## config.mk

```make
export PLATFORM = sky130hd
export DESIGN_NAME = id_exe_reg
export DESIGN_NICKNAME = d
export VERILOG_FILES = /design/src/rtl/id_exe_reg_pkg.sv /design/src/rtl/id_exe_reg_pipe_field_reg.sv /design/src/rtl/id_exe_reg.sv
export SDC_FILE = /design/constraint.sdc
export NUM_CORES = 1
export LEC_CHECK = 0
export ABC_AREA = 1
export BUFFER_PORTS_ARGS = -buffer_cell sky130_fd_sc_hd__buf_2
export CAP_MARGIN = 20
export CORE_MARGIN = 3
export CORE_UTILIZATION = 35
export CTS_BUF_LIST = sky130_fd_sc_hd__clkbuf_4 sky130_fd_sc_hd__clkbuf_8
export CTS_CLUSTER_SIZE = 8
export DETAILED_ROUTE_END_ITERATION = 6
export PLACE_DENSITY = 0.69
export SLEW_MARGIN = 20
export SYNTH_ARGS = -nofsm -noshare
export SYNTH_HDL_FRONTEND = slang
export SYNTH_HIERARCHICAL = 1
export SYNTH_SLANG_ARGS = --single-unit
```

## constraint.sdc

```tcl
create_clock -name clk -period 1.8 [get_ports clk]
set_clock_uncertainty 0.2 [all_clocks]
set_input_delay 0.18 -clock clk [delete_from_list [all_inputs] [get_ports clk]]
set_output_delay 0.18 -clock clk [all_outputs]
set_load 0.02 [all_outputs]
```

## src/rtl/id_exe_reg_pkg.sv

```systemverilog
// Shared definitions for the ID/EXE pipeline register: datapath width,
// ALU command encodings, control-field bundle and the bubble counter helper.
package id_exe_reg_pkg;

  localparam int WORD_W_DEF = 32;

  localparam int EXE_CMD_W  = 4;
  localparam int REG_IDX_W  = 4;
  localparam int SR_W       = 4;
  localparam int SHOP_W     = 12;
  localparam int SIMM_W     = 24;
  localparam int BUBBLE_W   = 16;

  typedef enum logic [EXE_CMD_W-1:0] {
    EXE_NOP = 4'b0000,
    EXE_MOV = 4'b0001,
    EXE_ADD = 4'b0010,
    EXE_ADC = 4'b0011,
    EXE_SUB = 4'b0100,
    EXE_SBC = 4'b0101,
    EXE_AND = 4'b0110,
    EXE_ORR = 4'b0111,
    EXE_EOR = 4'b1000,
    EXE_MVN = 4'b1001
  } exe_cmd_e;

  // Compare, test and memory address generation reuse existing ALU ops.
  localparam exe_cmd_e EXE_CMP = EXE_SUB;
  localparam exe_cmd_e EXE_TST = EXE_AND;
  localparam exe_cmd_e EXE_LDR = EXE_ADD;
  localparam exe_cmd_e EXE_STR = EXE_ADD;

  typedef struct packed {
    logic                 wb_en;
    logic                 mem_r_en;
    logic                 mem_w_en;
    logic                 b;
    logic                 s;
    logic [EXE_CMD_W-1:0] exe_cmd;
  } ctrl_t;

  localparam int CTRL_W = $bits(ctrl_t);

  typedef struct packed {
    logic              imm;
    logic [SHOP_W-1:0] shifter_operand;
    logic [SIMM_W-1:0] signed_imm_24;
  } shifter_t;

  localparam int SHIFTER_W = $bits(shifter_t);

  typedef struct packed {
    logic [REG_IDX_W-1:0] dest;
    logic [REG_IDX_W-1:0] src1;
    logic [REG_IDX_W-1:0] src2;
  } reg_idx_t;

  localparam int REG_IDX_GRP_W = $bits(reg_idx_t);

  // Saturating increment; the counter sticks at all-ones rather than wrapping.
  function automatic logic [BUBBLE_W-1:0] sat_inc(input logic [BUBBLE_W-1:0] v);
    logic [BUBBLE_W-1:0] r;
    r = v;
    if (v != {BUBBLE_W{1'b1}}) begin
      r = v + {{(BUBBLE_W-1){1'b0}}, 1'b1};
    end
    return r;
  endfunction

endpackage

```

## src/rtl/id_exe_reg_pipe_field_reg.sv

```systemverilog
// One field group of a pipeline register: async active-low reset to zero,
// flush clears, freeze holds, otherwise loads the incoming value.
module pipe_field_reg #(
  parameter int W = 8
) (
  input  logic         clk,
  input  logic         rst_n,
  input  logic         freeze,
  input  logic         flush,
  input  logic [W-1:0] d_in,
  output logic [W-1:0] q_out
);

  logic [W-1:0] data_q;
  logic [W-1:0] data_d;

  // Flush beats freeze so a taken branch can squash a stalled instruction.
  always_comb begin
    data_d = data_q;
    if (flush) begin
      data_d = '0;
    end else if (!freeze) begin
      data_d = d_in;
    end
  end

  always_ff @(posedge clk or negedge rst_n) begin
    if (!rst_n) begin
      data_q <= '0;
    end else begin
      data_q <= data_d;
    end
  end

  assign q_out = data_q;

endmodule

```

## src/rtl/id_exe_reg.sv

```systemverilog
// ID/EXE pipeline register: carries decoded control, operands and register
// indices into execute, with stall hold, branch flush and a bubble counter.
module id_exe_reg
  import id_exe_reg_pkg::*;
#(
  parameter int WORD_W = WORD_W_DEF
) (
  input  logic                 clk,
  input  logic                 rst_n,
  input  logic                 freeze,
  input  logic                 flush,

  input  logic                 wb_en_in,
  input  logic                 mem_r_en_in,
  input  logic                 mem_w_en_in,
  input  logic                 b_in,
  input  logic                 s_in,
  input  logic [3:0]           exe_cmd_in,
  input  logic [WORD_W-1:0]    pc_in,
  input  logic [WORD_W-1:0]    val_rn_in,
  input  logic [WORD_W-1:0]    val_rm_in,
  input  logic                 imm_in,
  input  logic [11:0]          shifter_operand_in,
  input  logic [23:0]          signed_imm_24_in,
  input  logic [3:0]           dest_in,
  input  logic [3:0]           src1_in,
  input  logic [3:0]           src2_in,
  input  logic [3:0]           sr_in,

  output logic                 wb_en_out,
  output logic                 mem_r_en_out,
  output logic                 mem_w_en_out,
  output logic                 b_out,
  output logic                 s_out,
  output logic [3:0]           exe_cmd_out,
  output logic [WORD_W-1:0]    pc_out,
  output logic [WORD_W-1:0]    val_rn_out,
  output logic [WORD_W-1:0]    val_rm_out,
  output logic                 imm_out,
  output logic [11:0]          shifter_operand_out,
  output logic [23:0]          signed_imm_24_out,
  output logic [3:0]           dest_out,
  output logic [3:0]           src1_out,
  output logic [3:0]           src2_out,
  output logic [3:0]           sr_out,
  output logic                 valid_out,
  output logic [15:0]          bubble_cnt
);

  localparam int OPND_W = 3 * WORD_W;

  // ---------------------------------------------------------------------------
  // Field group packing
  // ---------------------------------------------------------------------------
  ctrl_t                ctrl_in;
  ctrl_t                ctrl_out;
  logic [OPND_W-1:0]    opnd_in;
  logic [OPND_W-1:0]    opnd_out;
  shifter_t             shf_in;
  shifter_t             shf_out;
  reg_idx_t             idx_in;
  reg_idx_t             idx_out;
  logic [SR_W-1:0]      sr_q_out;
  logic                 valid_q_out;

  always_comb begin
    ctrl_in          = '0;
    ctrl_in.wb_en    = wb_en_in;
    ctrl_in.mem_r_en = mem_r_en_in;
    ctrl_in.mem_w_en = mem_w_en_in;
    ctrl_in.b        = b_in;
    ctrl_in.s        = s_in;
    ctrl_in.exe_cmd  = exe_cmd_in;
  end

  assign opnd_in = {pc_in, val_rn_in, val_rm_in};

  // The shifter operand is an opaque ARM encoding; execute decodes it.
  always_comb begin
    shf_in                 = '0;
    shf_in.imm             = imm_in;
    shf_in.shifter_operand = shifter_operand_in;
    shf_in.signed_imm_24   = signed_imm_24_in;
  end

  always_comb begin
    idx_in      = '0;
    idx_in.dest = dest_in;
    idx_in.src1 = src1_in;
    idx_in.src2 = src2_in;
  end

  // ---------------------------------------------------------------------------
  // Field group registers
  // ---------------------------------------------------------------------------
  pipe_field_reg #(.W(CTRL_W)) u_ctrl_reg (
    .clk    (clk),
    .rst_n  (rst_n),
    .freeze (freeze),
    .flush  (flush),
    .d_in   (ctrl_in),
    .q_out  (ctrl_out)
  );

  pipe_field_reg #(.W(OPND_W)) u_opnd_reg (
    .clk    (clk),
    .rst_n  (rst_n),
    .freeze (freeze),
    .flush  (flush),
    .d_in   (opnd_in),
    .q_out  (opnd_out)
  );

  pipe_field_reg #(.W(SHIFTER_W)) u_shf_reg (
    .clk    (clk),
    .rst_n  (rst_n),
    .freeze (freeze),
    .flush  (flush),
    .d_in   (shf_in),
    .q_out  (shf_out)
  );

  // Register indices stay visible while frozen so forwarding can still
  // match against the stalled instruction's sources.
  pipe_field_reg #(.W(REG_IDX_GRP_W)) u_idx_reg (
    .clk    (clk),
    .rst_n  (rst_n),
    .freeze (freeze),
    .flush  (flush),
    .d_in   (idx_in),
    .q_out  (idx_out)
  );

  pipe_field_reg #(.W(SR_W)) u_sr_reg (
    .clk    (clk),
    .rst_n  (rst_n),
    .freeze (freeze),
    .flush  (flush),
    .d_in   (sr_in),
    .q_out  (sr_q_out)
  );

  // A normal load always brings in a real instruction; flush turns it into a bubble.
  pipe_field_reg #(.W(1)) u_valid_reg (
    .clk    (clk),
    .rst_n  (rst_n),
    .freeze (freeze),
    .flush  (flush),
    .d_in   (1'b1),
    .q_out  (valid_q_out)
  );

  // ---------------------------------------------------------------------------
  // Bubble counter
  // ---------------------------------------------------------------------------
  logic [BUBBLE_W-1:0] bubble_cnt_q;
  logic [BUBBLE_W-1:0] bubble_cnt_d;

  always_comb begin
    bubble_cnt_d = bubble_cnt_q;
    if (flush) begin
      bubble_cnt_d = sat_inc(bubble_cnt_q);
    end
  end

  always_ff @(posedge clk or negedge rst_n) begin
    if (!rst_n) begin
      bubble_cnt_q <= '0;
    end else begin
      bubble_cnt_q <= bubble_cnt_d;
    end
  end

  // ---------------------------------------------------------------------------
  // Outputs (all straight from flops)
  // ---------------------------------------------------------------------------
  assign wb_en_out           = ctrl_out.wb_en;
  assign mem_r_en_out        = ctrl_out.mem_r_en;
  assign mem_w_en_out        = ctrl_out.mem_w_en;
  assign b_out               = ctrl_out.b;
  assign s_out               = ctrl_out.s;
  assign exe_cmd_out         = ctrl_out.exe_cmd;
  assign pc_out              = opnd_out[OPND_W-1 -: WORD_W];
  assign val_rn_out          = opnd_out[2*WORD_W-1 -: WORD_W];
  assign val_rm_out          = opnd_out[WORD_W-1:0];
  assign imm_out             = shf_out.imm;
  assign shifter_operand_out = shf_out.shifter_operand;
  assign signed_imm_24_out   = shf_out.signed_imm_24;
  assign dest_out            = idx_out.dest;
  assign src1_out            = idx_out.src1;
  assign src2_out            = idx_out.src2;
  assign sr_out              = sr_q_out;
  assign valid_out           = valid_q_out;
  assign bubble_cnt          = bubble_cnt_q;

endmodule

```

Word level (Yosys, flattened, before mapping)
Index checks and enable logic that the tools add are counted.
W data, S select, Z words.
{ "op_classes": {"n_addsub": 1, "n_eq_ne": 2, "muxes": 12, "reduce_logical": 1} }
{ "op_table": {"columns": ["op", "count"], "rows": [
  ["$mux W96", 2],
  ["$mux W37", 2],
  ["$mux W12", 2],
  ["$mux W9", 2],
  ["$add A16 B1 Y16 const B", 1],
  ["$ne A16 B16 Y1 const B", 1],
  ["$mux W4", 2],
  ["$mux W1", 2],
  ["$ne A2 B1 Y1 const B", 1],
  ["$reduce_and A2 Y1", 1]
]} }
{ "totals": {"ff_bits": 175, "out_inout_bits": 175} }

Logic depth before layout (Yosys ltp)
Gate-level depths: netlist of the first run.
{ "depth": {"depth_word": 2, "mapped_depth": 9, "depth_no_buf": 8} }

By module
Netlist of the first run, hierarchy kept.
{ "by_module_without_submodules": {"columns": ["module", "instances", "cells_per_inst", "area_each_um2", "seq_area_each_um2"], "rows": [
  ["pipe_field_reg (u_opnd_reg)", 1, 417, 3778.6, 2402.3],
  ["pipe_field_reg (u_shf_reg)", 1, 160, 1510.2, 925.9],
  ["id_exe_reg", 1, 150, 1062.3, 400.4],
  ["pipe_field_reg (u_idx_reg)", 1, 53, 484.2, 300.3],
  ["pipe_field_reg (u_ctrl_reg)", 1, 39, 372.9, 225.2],
  ["pipe_field_reg (u_sr_reg)", 1, 18, 160.2, 100.1],
  ["pipe_field_reg (u_valid_reg)", 1, 6, 46.3, 25.0]
]} }

Least setup slack after synthesis of the first run
OpenSTA, ideal clock, no wires.
{ "synth_path": {"path_type": "register -> register", "startpoint": "register bubble_cnt_q[0], in the netlist bubble_cnt[0]", "endpoint": "register bubble_cnt_q[6], in the netlist bubble_cnt[6]", "setup_ps": 118, "arrival_ps": 1484, "required_time_ps": 1482, "setup_slack_ps": -2, "stages_incl_launch_ff": 10, "n_path_buf": 1, "cell_sequence": "dfrtp_1 -> ha_1 -> inv_2 -> nor2_4 -> nand2_2 -> nor2_4 -> nor2_4 -> buf_6 -> nand2_1 -> nand2_1"} }
{ "synth_via": {"elab_chain_cells": 2, "word_cells_on_any_way": 3} }
{ "synth_rtl": {"columns": ["item", "line", "rtl"], "rows": [
  ["from (decl)", "id_exe_reg.sv:156", "logic [BUBBLE_W-1:0] bubble_cnt_q;"],
  ["from (signal assigned)", "id_exe_reg.sv:170", "bubble_cnt_q <= bubble_cnt_d;"],
  ["parallel branches: the longest is 2 deep, another holds $add A16 B1 Y16", null, null]
]} }
Parallel ways; which one is timed is not known.
A chain may end at the register's enable or synchronous reset.

Final worst setup path of the first run
{ "layout_path": {"startpoint": "input flush", "endpoint": "register u_shf_reg.data_q[10], in the netlist u_shf_reg/q_out[10]"} }
{ "layout_via": {"elab_chain_cells": 1, "word_cells_on_any_way": 2} }
{ "layout_rtl": {"columns": ["item", "line", "rtl"], "rows": [
  ["from (decl)", "id_exe_reg.sv:11", "input logic flush,"],
  ["$ne A2 B1 Y1 (no source line) or $mux W37 (tied branches)", null, null],
  ["to (signal assigned)", "id_exe_reg_pipe_field_reg.sv:31", "data_q <= data_d;"],
  ["to (decl)", "id_exe_reg_pipe_field_reg.sv:14", "logic [W-1:0] data_q;"]
]} }
Parallel ways exist; a longest one is shown, timed or not.

==> results.sh, run 1 <==
export IMPL_met3WireLength_um=1755
export IMPL_hold_viol_final=0
export IMPL_power_frac_clock=0.299
export IMPL_synthArstFlopShare=1.000
export IMPL_core_area_um2=20490
export IMPL_area_growth_pct=54.66
export IMPL_finalPower_w=0.008948
export IMPL_yosys_top_cells_area="dfrtp_1 (59%), nand2_1 (19%), nand3_1 (11%), buf_6 (1.7%), buf_2 (1.2%)"
export IMPL_syn_area_um2=7415
export IMPL_drt_initial_drc_count=392
export IMPL_cp_start_kind="primary input"
export IMPL_required_ps=1990
export IMPL_layout_nets=1504
export IMPL_fp_row_count=52
export IMPL_finalSetupViolCount=0
export IMPL_grt_max_degree=112
export IMPL_globalplace_congestion=0.8256
export IMPL_synth_cell_types=22
export IMPL_numPortBuffers=336
export IMPL_pwr_share_comb=0.210
export IMPL_setup_ws_ps=28.73
export IMPL_antenna_found_initial=0
export IMPL_synth_seq_area_share=0.5906
export IMPL_seqCellArea_um2=4380
export IMPL_insertedDiodeCount=0
export IMPL_grt_pass1_wl_um=37150
export IMPL_netlist_top_cell_by_area="dfrtp_1"
export IMPL_dr_max_layer_used="met4"
export IMPL_drv_slew=0
export IMPL_dp_slack_ps=126.6
export IMPL_final_min_clock_period_ps=1771
export IMPL_swShare=0.3212
export IMPL_nFillCells=1742
export IMPL_path_class="in2reg"
export IMPL_rr_worst_depth=9
export IMPL_clkSlewWorstSetupHoldPaths_ps=100
export IMPL_ant_nets=0
export IMPL_avgRoutedWirePerCell_um=15.15
export IMPL_clockBufferDepth=2
export IMPL_clk_latency_ps=450
export IMPL_tns_ps=0
export IMPL_synth_edf_count=0
export IMPL_overflow=0
export IMPL_clkSinkCount=175
export IMPL_end_kind="flop"
export IMPL_worst_slew_pin_slew_ps=897.4
export IMPL_hpwl_um=15310
export IMPL_p_per_area_nw_per_um2=780.3
export IMPL_synth_commonest_cells="nand2_1 (376), dfrtp_1 (175), nand3_1 (167)"
export IMPL_synth_ff_type="dfrtp_1"
export IMPL_synthCells=843
export IMPL_via_count=7691
export IMPL_ios=337
export IMPL_die_w_um=151.6
export IMPL_synth_seq_cells=175
export IMPL_p_leak_nw=6.524
export IMPL_multi_input_area_um2=2659
export IMPL_yosysTopAreaCellShare=0.5906
export IMPL_max_freq_mhz=564.6
export IMPL_cts_tree="built"
export IMPL_die_h_um=151.6
export IMPL_h_tree_depth=4
export IMPL_grt_pass1_vias=7501
export IMPL_syn_area_per_cell_um2=8.796
export IMPL_die_area_um2=22970
export IMPL_status="finished clean"
export IMPL_drc=0
export IMPL_grt_setup_unrepaired="false"
export IMPL_synth_most_common_cell="nand2_1"
export IMPL_relSlewSlack=0.4003
export IMPL_drive_above_1_share=0.3161
export IMPL_ys_warn_count=6
export IMPL_hold_class="in2async"
export IMPL_dr_wl_met2_um=12370
export IMPL_synth_fp_nets=1006
export IMPL_critPathMaxFanout=37
export IMPL_drt_met1_wl_um=9740
export IMPL_drv_cap=0
export IMPL_wirelength_um=24600
export IMPL_cts_buffers=17
export IMPL_post_route_period_util=0.9840
export IMPL_crit_arrival_ps=1960
export IMPL_power_switching_w=0.002874
export IMPL_power_frac_seq=0.491
export IMPL_firstDrtPassIters=5
export IMPL_viasPerCell=4.736
export IMPL_start_util=0.3618
export IMPL_root_buffer="clkbuf_8"
export IMPL_irDropWorstVdd_mv=0.7977
export IMPL_p_int_w=0.006074
export IMPL_grt_usage=0.2027
-- layout by cell type (no fill, tap or decap) --
cell           Yosys  routed
inv_8              0       4
conb_1             1       1
buf_12             0       9
nand3_1          167     167
dfrtp_1          175     174
nor2_8             1       1
nand4_4            1       1
nand2_2            9       8
inv_2              4       4
buf_2             18     334
dfrtp_2            0       1
dlygate4sd3_1      0     161
o21ai_0            7       7
clkinvlp_4         0       2
inv_1             16      16
buf_6             11       1
xnor2_1            5       5
xor2_1             1       1
nand2_1          376     376
nor2_2             5       6
clkinv_4           0       3
o21ai_2            2       2
nand2_4            0       1
clkbuf_8           0      19
nand4_1            5       5
nor2_4             6       6
buf_4              8      21
inv_6              0       4
nor2_1            14      13
ha_2               0       1
-- critical path: stages --
cell,delay (ps)
dlygate4sd3_1,540
buf_2,220
nor2_4,730
nand2_1,180
nand2_1,100
-- state kept, by name, summed over array words and instances, names as in the netlist --
signal	flops
u_sr_reg/q_out	4
u_shf_reg/q_out	37
bubble_cnt	16
u_ctrl_reg/q_out	9
u_opnd_reg/q_out	96
u_valid_reg/q_out	1
u_idx_reg/q_out	12
-- power by group through the flow --
stage | Combinational, W | Sequential (W) | Clock (W)
floorplan | 0.000507 | 0.00478 | 0
global placement | 0.00155 | 0.00446 | 0
detailed placement | 0.00157 | 0.00446 | 0
CTS | 0.00184 | 0.00439 | 0.00277
global route | 0.00203 | 0.00443 | 0.00293
finish | 0.00188 | 0.00439 | 0.00268
-- through the flow --
stage	util	hold slack (ps)	cells	area [um^2]
after global routing	0.5595	13.17	1624	11470
after global placement	0.4606	-71.07	1428	9440
after floorplan	-	-315.6	843	7416
after CTS	0.5579	-5.618	1621	11430
final	0.5595	7.638	1624	11470
after detailed placement	0.4606	-70.67	1428	9440
-- final timing paths --
kind                                   start                   end  slack [ps]
min in group clk                      freeze    u_shf_reg/q_out[6]          30
max in group asynchronous              rst_n  u_opnd_reg/q_out[14]         430
min                                    rst_n  u_opnd_reg/q_out[28]           8
max                                    flush   u_shf_reg/q_out[10]          30
min reg2reg                u_sr_reg/q_out[0]     u_sr_reg/q_out[0]         310
max reg2reg                    bubble_cnt[1]         bubble_cnt[9]         120
-- area by class of cell --
cell class                 count  share of cell area
multi-input combinational    601              0.2319
clock buffer                  19             0.02280
tap                          270             0.02946
timing repair buffer         526              0.3167
inverter                      20            0.006547
sequential                   175              0.3820
clock inverter                13             0.01058
-- cells by family after synthesis --
group,share of synthesized area
AOI/OAI and AO/OA,0.007087
xor gates and xnor gates,0.007087
adders and majority gates,0.001687
buffers and inverters,0.05214
DFF,0.5906
other,0.0005058
and+or+nand+nor,0.3409
-- timing repair --
action / 4_1_cts / 5_1_grt
endpoints found under the hold margin: 334 / 0
buffers inserted: 0 / 3
hold buffers: 161 / 0
setup endpoints to repair: 0 / 3
gates resized for setup: 0 / 3
-- metal layers --
layer | global-route usage | up-vias
met3 | 0.04075 | 55
met5 | 0 | -
met1 | 0.2470 | 3613
li1 | - | 3687
met2 | 0.3547 | 336
met4 | 0.07682 | 0
Power figures use the tool's default switching activity.
==> run 2: changes to the inputs <==
CTS_BUF_LIST = sky130_fd_sc_hd__clkbuf_16   (was sky130_fd_sc_hd__clkbuf_4 sky130_fd_sc_hd__clkbuf_8)
GPL_TIMING_DRIVEN = 0   (was unset)
==> results.sh, run 2 (synthesized netlist as in run 1, its figures left out) <==
export IMPL_hpwl_um=16270
export IMPL_root_buffer="clkbuf_16"
export IMPL_clockBufferDepth=2
export IMPL_grt_max_degree=96
export IMPL_cp_start_kind="flop"
export IMPL_end_kind="flop"
export IMPL_dr_wl_met2_um=12470
export IMPL_start_util=0.3618
export IMPL_grt_pass1_vias=7544
export IMPL_area_growth_pct=57.95
export IMPL_final_cells=1649
export IMPL_relSlewSlack=0.5815
export IMPL_finalSetupViolCount=0
export IMPL_post_place_cells=1450
export IMPL_fp_row_count=52
export IMPL_drt_met1_wl_um=9956
export IMPL_worst_slew_pin_slew_ps=627.8
export IMPL_hold_viol_final=0
export IMPL_dr_max_layer_used="met4"
export IMPL_core_area_um2=20490
export IMPL_cp_cell_sequence="ha_4, inv_2, nor2_1, nand4_4, nand2_2, buf_6, o21ai_0"
export IMPL_drive_above_1_share=0.3176
export IMPL_post_route_period_util=0.9339
export IMPL_grt_pass1_wl_um=37560
export IMPL_ios=337
export IMPL_seqCellArea_um2=4382
export IMPL_final_min_clock_period_ps=1681
export IMPL_globalplace_congestion=0.8220
export IMPL_utilization=0.5714
export IMPL_clkSlewWorstSetupHoldPaths_ps=70
export IMPL_final_cell_mix="nand2_1 (376), buf_2 (353), dfrtp_1 (173)"
export IMPL_status="finished clean"
export IMPL_wirelength_um=24790
export IMPL_die_w_um=151.6
export IMPL_power_switching_w=0.002967
export IMPL_dp_slack_ps=-7.496
export IMPL_cts_tree="built"
export IMPL_multi_input_area_um2=2661
export IMPL_rr_worst_depth=7
export IMPL_viasPerCell=4.699
export IMPL_die_h_um=151.6
export IMPL_grt_setup_unrepaired="false"
export IMPL_h_tree_depth=4
export IMPL_place_area_um2=9473
export IMPL_via_count=7749
export IMPL_layout_nets=1529
export IMPL_max_freq_mhz=594.9
export IMPL_drv_slew=0
export IMPL_required_ps=1900
export IMPL_finalPower_w=0.009762
export IMPL_cts_buffers=17
export IMPL_final_area_um2=11710
export IMPL_mostFrequentLayoutCell="nand2_1"
export IMPL_path_class="reg2reg"
export IMPL_drc=0
export IMPL_numPortBuffers=336
export IMPL_critPathMaxFanout=10
export IMPL_die_area_um2=22970
export IMPL_clk_latency_ps=420
export IMPL_insertedDiodeCount=0
export IMPL_holdPathStages=4
export IMPL_p_int_w=0.006795
export IMPL_power_frac_clock=0.358
export IMPL_p_per_area_nw_per_um2=833.5
export IMPL_nFillCells=1769
export IMPL_met3WireLength_um=1493
export IMPL_avgRoutedWirePerCell_um=15.04
export IMPL_cp_slowest_stage_delay_ps=440
export IMPL_clkSinkCount=175
export IMPL_overflow=0
export IMPL_ant_nets=0
export IMPL_hold_class="in2reg"
export IMPL_drv_cap=0
export IMPL_cpMaxStageDelayCell="dfrtp_2"
export IMPL_irDropWorstVdd_mv=0.6773
export IMPL_firstDrtPassIters=5
export IMPL_p_leak_nw=6.663
export IMPL_grt_usage=0.2052
export IMPL_antenna_found_initial=0
export IMPL_drt_initial_drc_count=336
export IMPL_largest_reg_flops=96
export IMPL_crit_arrival_ps=1780
export IMPL_swShare=0.3039
export IMPL_setup_ws_ps=119.0
export IMPL_power_frac_seq=0.452
export IMPL_pwr_share_comb=0.190
## run 2: cell types whose count changed in the layout (fill, tap and decap cells not counted), sizes merged
| cell | previous run | this run |
|---|---|---|
| buf | 365 | 375 |
| clkbuf | 19 | 27 |
| dlygate4sd3 | 161 | 166 |
| clkinv | 3 | 5 |
| clkinvlp | 2 | 3 |
| inv | 28 | 27 |
## run 2: cell type report
cell class | instances | share of cell area
Sequential cell | 175 | 0.3741
Timing Repair Buffer | 504 | 0.2893
Multi-Input combinational cell | 601 | 0.2272
Clock buffer | 17 | 0.03632
Tap cell | 270 | 0.02885
Buffer | 47 | 0.02660
Clock inverter | 15 | 0.01111
Inverter | 20 | 0.006410
## run 2: worst paths after layout
check / to / slack, ps / startpoint
worst min register to register: u_shf_reg/q_out[22] / 310 / u_shf_reg/q_out[22]
worst min-delay path: u_valid_reg/q_out / 20 / freeze
max in group asynchronous: u_shf_reg/q_out[25] / 370 / rst_n
worst max register to register: bubble_cnt[2] / 120 / bubble_cnt[0]
min in group asynchronous: u_opnd_reg/q_out[8] / 150 / rst_n
worst max-delay path: bubble_cnt[2] / 120 / bubble_cnt[0]
## run 2: timing repair
item,CTS,global route
pin swaps,0,1
setup endpoints to repair,10,13
cloned,0,0
endpoints found under the hold margin,239,0
gates resized for setup,1,2
setup buffers,0,1
hold buffers,166,0
## run 2: layer usage
metal  vias up  track usage
met5         -            0
met4         0      0.08805
met3        63      0.04134
met2       305       0.3521
met1      3640       0.2515
li1       3741            -
## run 2: power groups by stage
stage          Sequential, W  Combinational (W)  Clock, W
2_1_floorplan        0.00478           0.000507         0
3_3_place_gp         0.00446            0.00153         0
3_5_place_dp         0.00447            0.00155         0
4_1_cts              0.00440            0.00184   0.00365
5_1_grt              0.00445            0.00202   0.00379
6_report             0.00441            0.00185   0.00350
## run 2: stage by stage
step	setup TNS (ps)	hold slack [ps]
after floorplan	0	-315.6
after global placement	-430430	173.7
after detailed placement	-23.74	7.483
after CTS	0	8.047
after global routing	0	60.35
final	0	21.23
## run 2: worst max-delay path: cells and delay by family (launching register included)
kind | cells | cell delay (ps)
compound gates | 1 | 80
buf+inv | 2 | 210
simple gates | 3 | 450
flops | 1 | 440
fa+ha+maj | 1 | 190
==> run 3: changes to the inputs <==
PLACE_DENSITY = unset   (was 0.69)
PLACE_DENSITY_LB_ADDON = 0.2   (was unset)
clock period = 1.4 ns   (was 1.8 ns; I/O delays follow)
==> results.sh, run 3 (synthesized netlist as in run 1, its figures left out) <==
export IMPL_status="complete, but fails checks"
export IMPL_violations="negative hold slack, negative setup slack"
export IMPL_final_min_clock_period_ps=1542
export IMPL_cpMaxStageDelayCell="dfrtp_2"
export IMPL_root_buffer="clkbuf_16"
export IMPL_mostFrequentLayoutCell="nand2_1"
export IMPL_dr_max_layer_used="met4"
export IMPL_drive_above_1_share=0.3516
export IMPL_drv_cap=0
export IMPL_wirelength_um=25500
export IMPL_crit_arrival_ps=1700
export IMPL_path_class="reg2reg"
export IMPL_clkSlewWorstSetupHoldPaths_ps=70
export IMPL_h_tree_depth=4
export IMPL_p_leak_nw=6.833
export IMPL_globalplace_congestion=0.7787
export IMPL_drt_met1_wl_um=10360
export IMPL_grt_pass1_vias=7726
export IMPL_hold_class="in2async"
export IMPL_cts_buffers=17
export IMPL_cp_slowest_stage_delay_ps=440
export IMPL_finalPower_w=0.01306
export IMPL_numPortBuffers=336
export IMPL_die_w_um=151.6
export IMPL_ant_nets=0
export IMPL_tns_ps=-2039
export IMPL_largest_reg_flops=96
export IMPL_max_freq_mhz=648.5
export IMPL_holdWs_ps=-328.7
export IMPL_finalSetupViolCount=21
export IMPL_critPathMaxFanout=5
export IMPL_drc=0
export IMPL_ios=337
export IMPL_die_h_um=151.6
export IMPL_post_route_period_util=1.101
export IMPL_reg2reg_slack_ps=-140
export IMPL_start_util=0.3618
export IMPL_grt_pass1_wl_um=39170
export IMPL_firstDrtPassIters=4
export IMPL_fp_row_count=52
export IMPL_dr_wl_met2_um=12530
export IMPL_end_kind="flop"
export IMPL_clk_latency_ps=420
export IMPL_final_cell_mix="nand2_1 (364), buf_2 (342), nand3_1 (167)"
export IMPL_clkSinkCount=175
export IMPL_grt_usage=0.2135
export IMPL_utilization=0.5927
export IMPL_clockBufferDepth=2
export IMPL_irDropWorstVdd_mv=0.7933
export IMPL_overflow=0
export IMPL_die_area_um2=22970
export IMPL_required_ps=1550
export IMPL_cp_top_family="flip-flops"
export IMPL_area_growth_pct=63.84
export IMPL_cts_tree="built"
export IMPL_cp_start_kind="flop"
export IMPL_hpwl_um=16710
export IMPL_avgRoutedWirePerCell_um=15.22
export IMPL_drv_slew=0
export IMPL_p_per_area_nw_per_um2=1075
export IMPL_antenna_found_initial=0
export IMPL_viasPerCell=4.620
export IMPL_grt_max_degree=80
export IMPL_met3WireLength_um=1695
export IMPL_drt_initial_drc_count=363
export IMPL_setup_ws_ps=-142.0
export IMPL_critPathBufInv=2
export IMPL_grt_setup_unrepaired="true"
export IMPL_core_area_um2=20490
export IMPL_cp_cell_sequence="ha_4, inv_4, nor2_4, nand2_2, nor2_4, nor2_4, buf_6, nand2_2, nand2_2"
export IMPL_insertedDiodeCount=0
export IMPL_via_count=7739
export IMPL_hold_viol_final=87
export IMPL_layout_nets=1556
==> run 3: cell count changes in the layout (fill, tap and decap cells not counted), sizes merged <==
cell         previous run  this run
clkinvlp                3         1
buf                   375       404
bufinv                  0         2
dlygate4sd3           166       163
inv                    27        23
clkbuf                 27        28
clkinv                  5         8
==> run 3: through the flow <==
step                std cells  setup slack [ps]  instance area, um^2
detailed placement       1451            -279.7                 9534
CTS                      1668            -133.1                12020
global placement         1449             -3291                 9469
finish                   1675            -142.0                12150
global route             1675            -230.4                12150
floorplan                 843            -161.5                 7450
==> run 3: cell type report <==
type                            count  area [um^2]
Buffer                             47        311.5
Clock buffer                       17        425.4
Tap cell                          270        337.8
Sequential cell                   175         4398
Multi-Input combinational cell    601         2721
Timing Repair Buffer              531         3737
Fill cell                        1765         8347
Inverter                           20        77.57
Clock inverter                     14        138.9
==> run 3: what timing repair did <==
action                                  in CTS  in global routing
hold endpoints to repair                   255                 34
hold buffers                               169                  4
endpoints found under the setup margin      23                 33
setup buffers                               15                  9
pin swaps                                   10                  8
cloned                                       2                  0
gates resized for setup                     24                 29
==> run 3: worst paths after layout <==
check                                   start              endpoint  depth (start not counted)
max                             bubble_cnt[1]         bubble_cnt[6]                          9
min                                     rst_n  u_opnd_reg/q_out[68]                          5
max reg2reg                     bubble_cnt[1]         bubble_cnt[6]                          9
min reg2reg                u_idx_reg/q_out[0]    u_idx_reg/q_out[0]                          2
max in group asynchronous               rst_n  u_opnd_reg/q_out[94]                          7
min in group clk                       freeze     u_sr_reg/q_out[2]                          4
==> run 3: power breakdown <==
part           leakage, nW  switching, W  internal (W)  total (W)
Sequential            2.30      0.000264       0.00541    0.00567
Clock                0.279       0.00201       0.00262    0.00462
Combinational         4.26       0.00149       0.00128    0.00276
==> run 3: routing by layer <==
layer | vias to the layer above | GRT usage
li1 | 3801 | -
met1 | 3604 | 0.2691
met2 | 275 | 0.3534
met3 | 59 | 0.04938
met4 | 0 | 0.09119
met5 | - | 0
==> run 3: tightest hold or removal path, delay by kind of cell <==
kind                   cells  cell delay (ps)
buffers and inverters      5              490
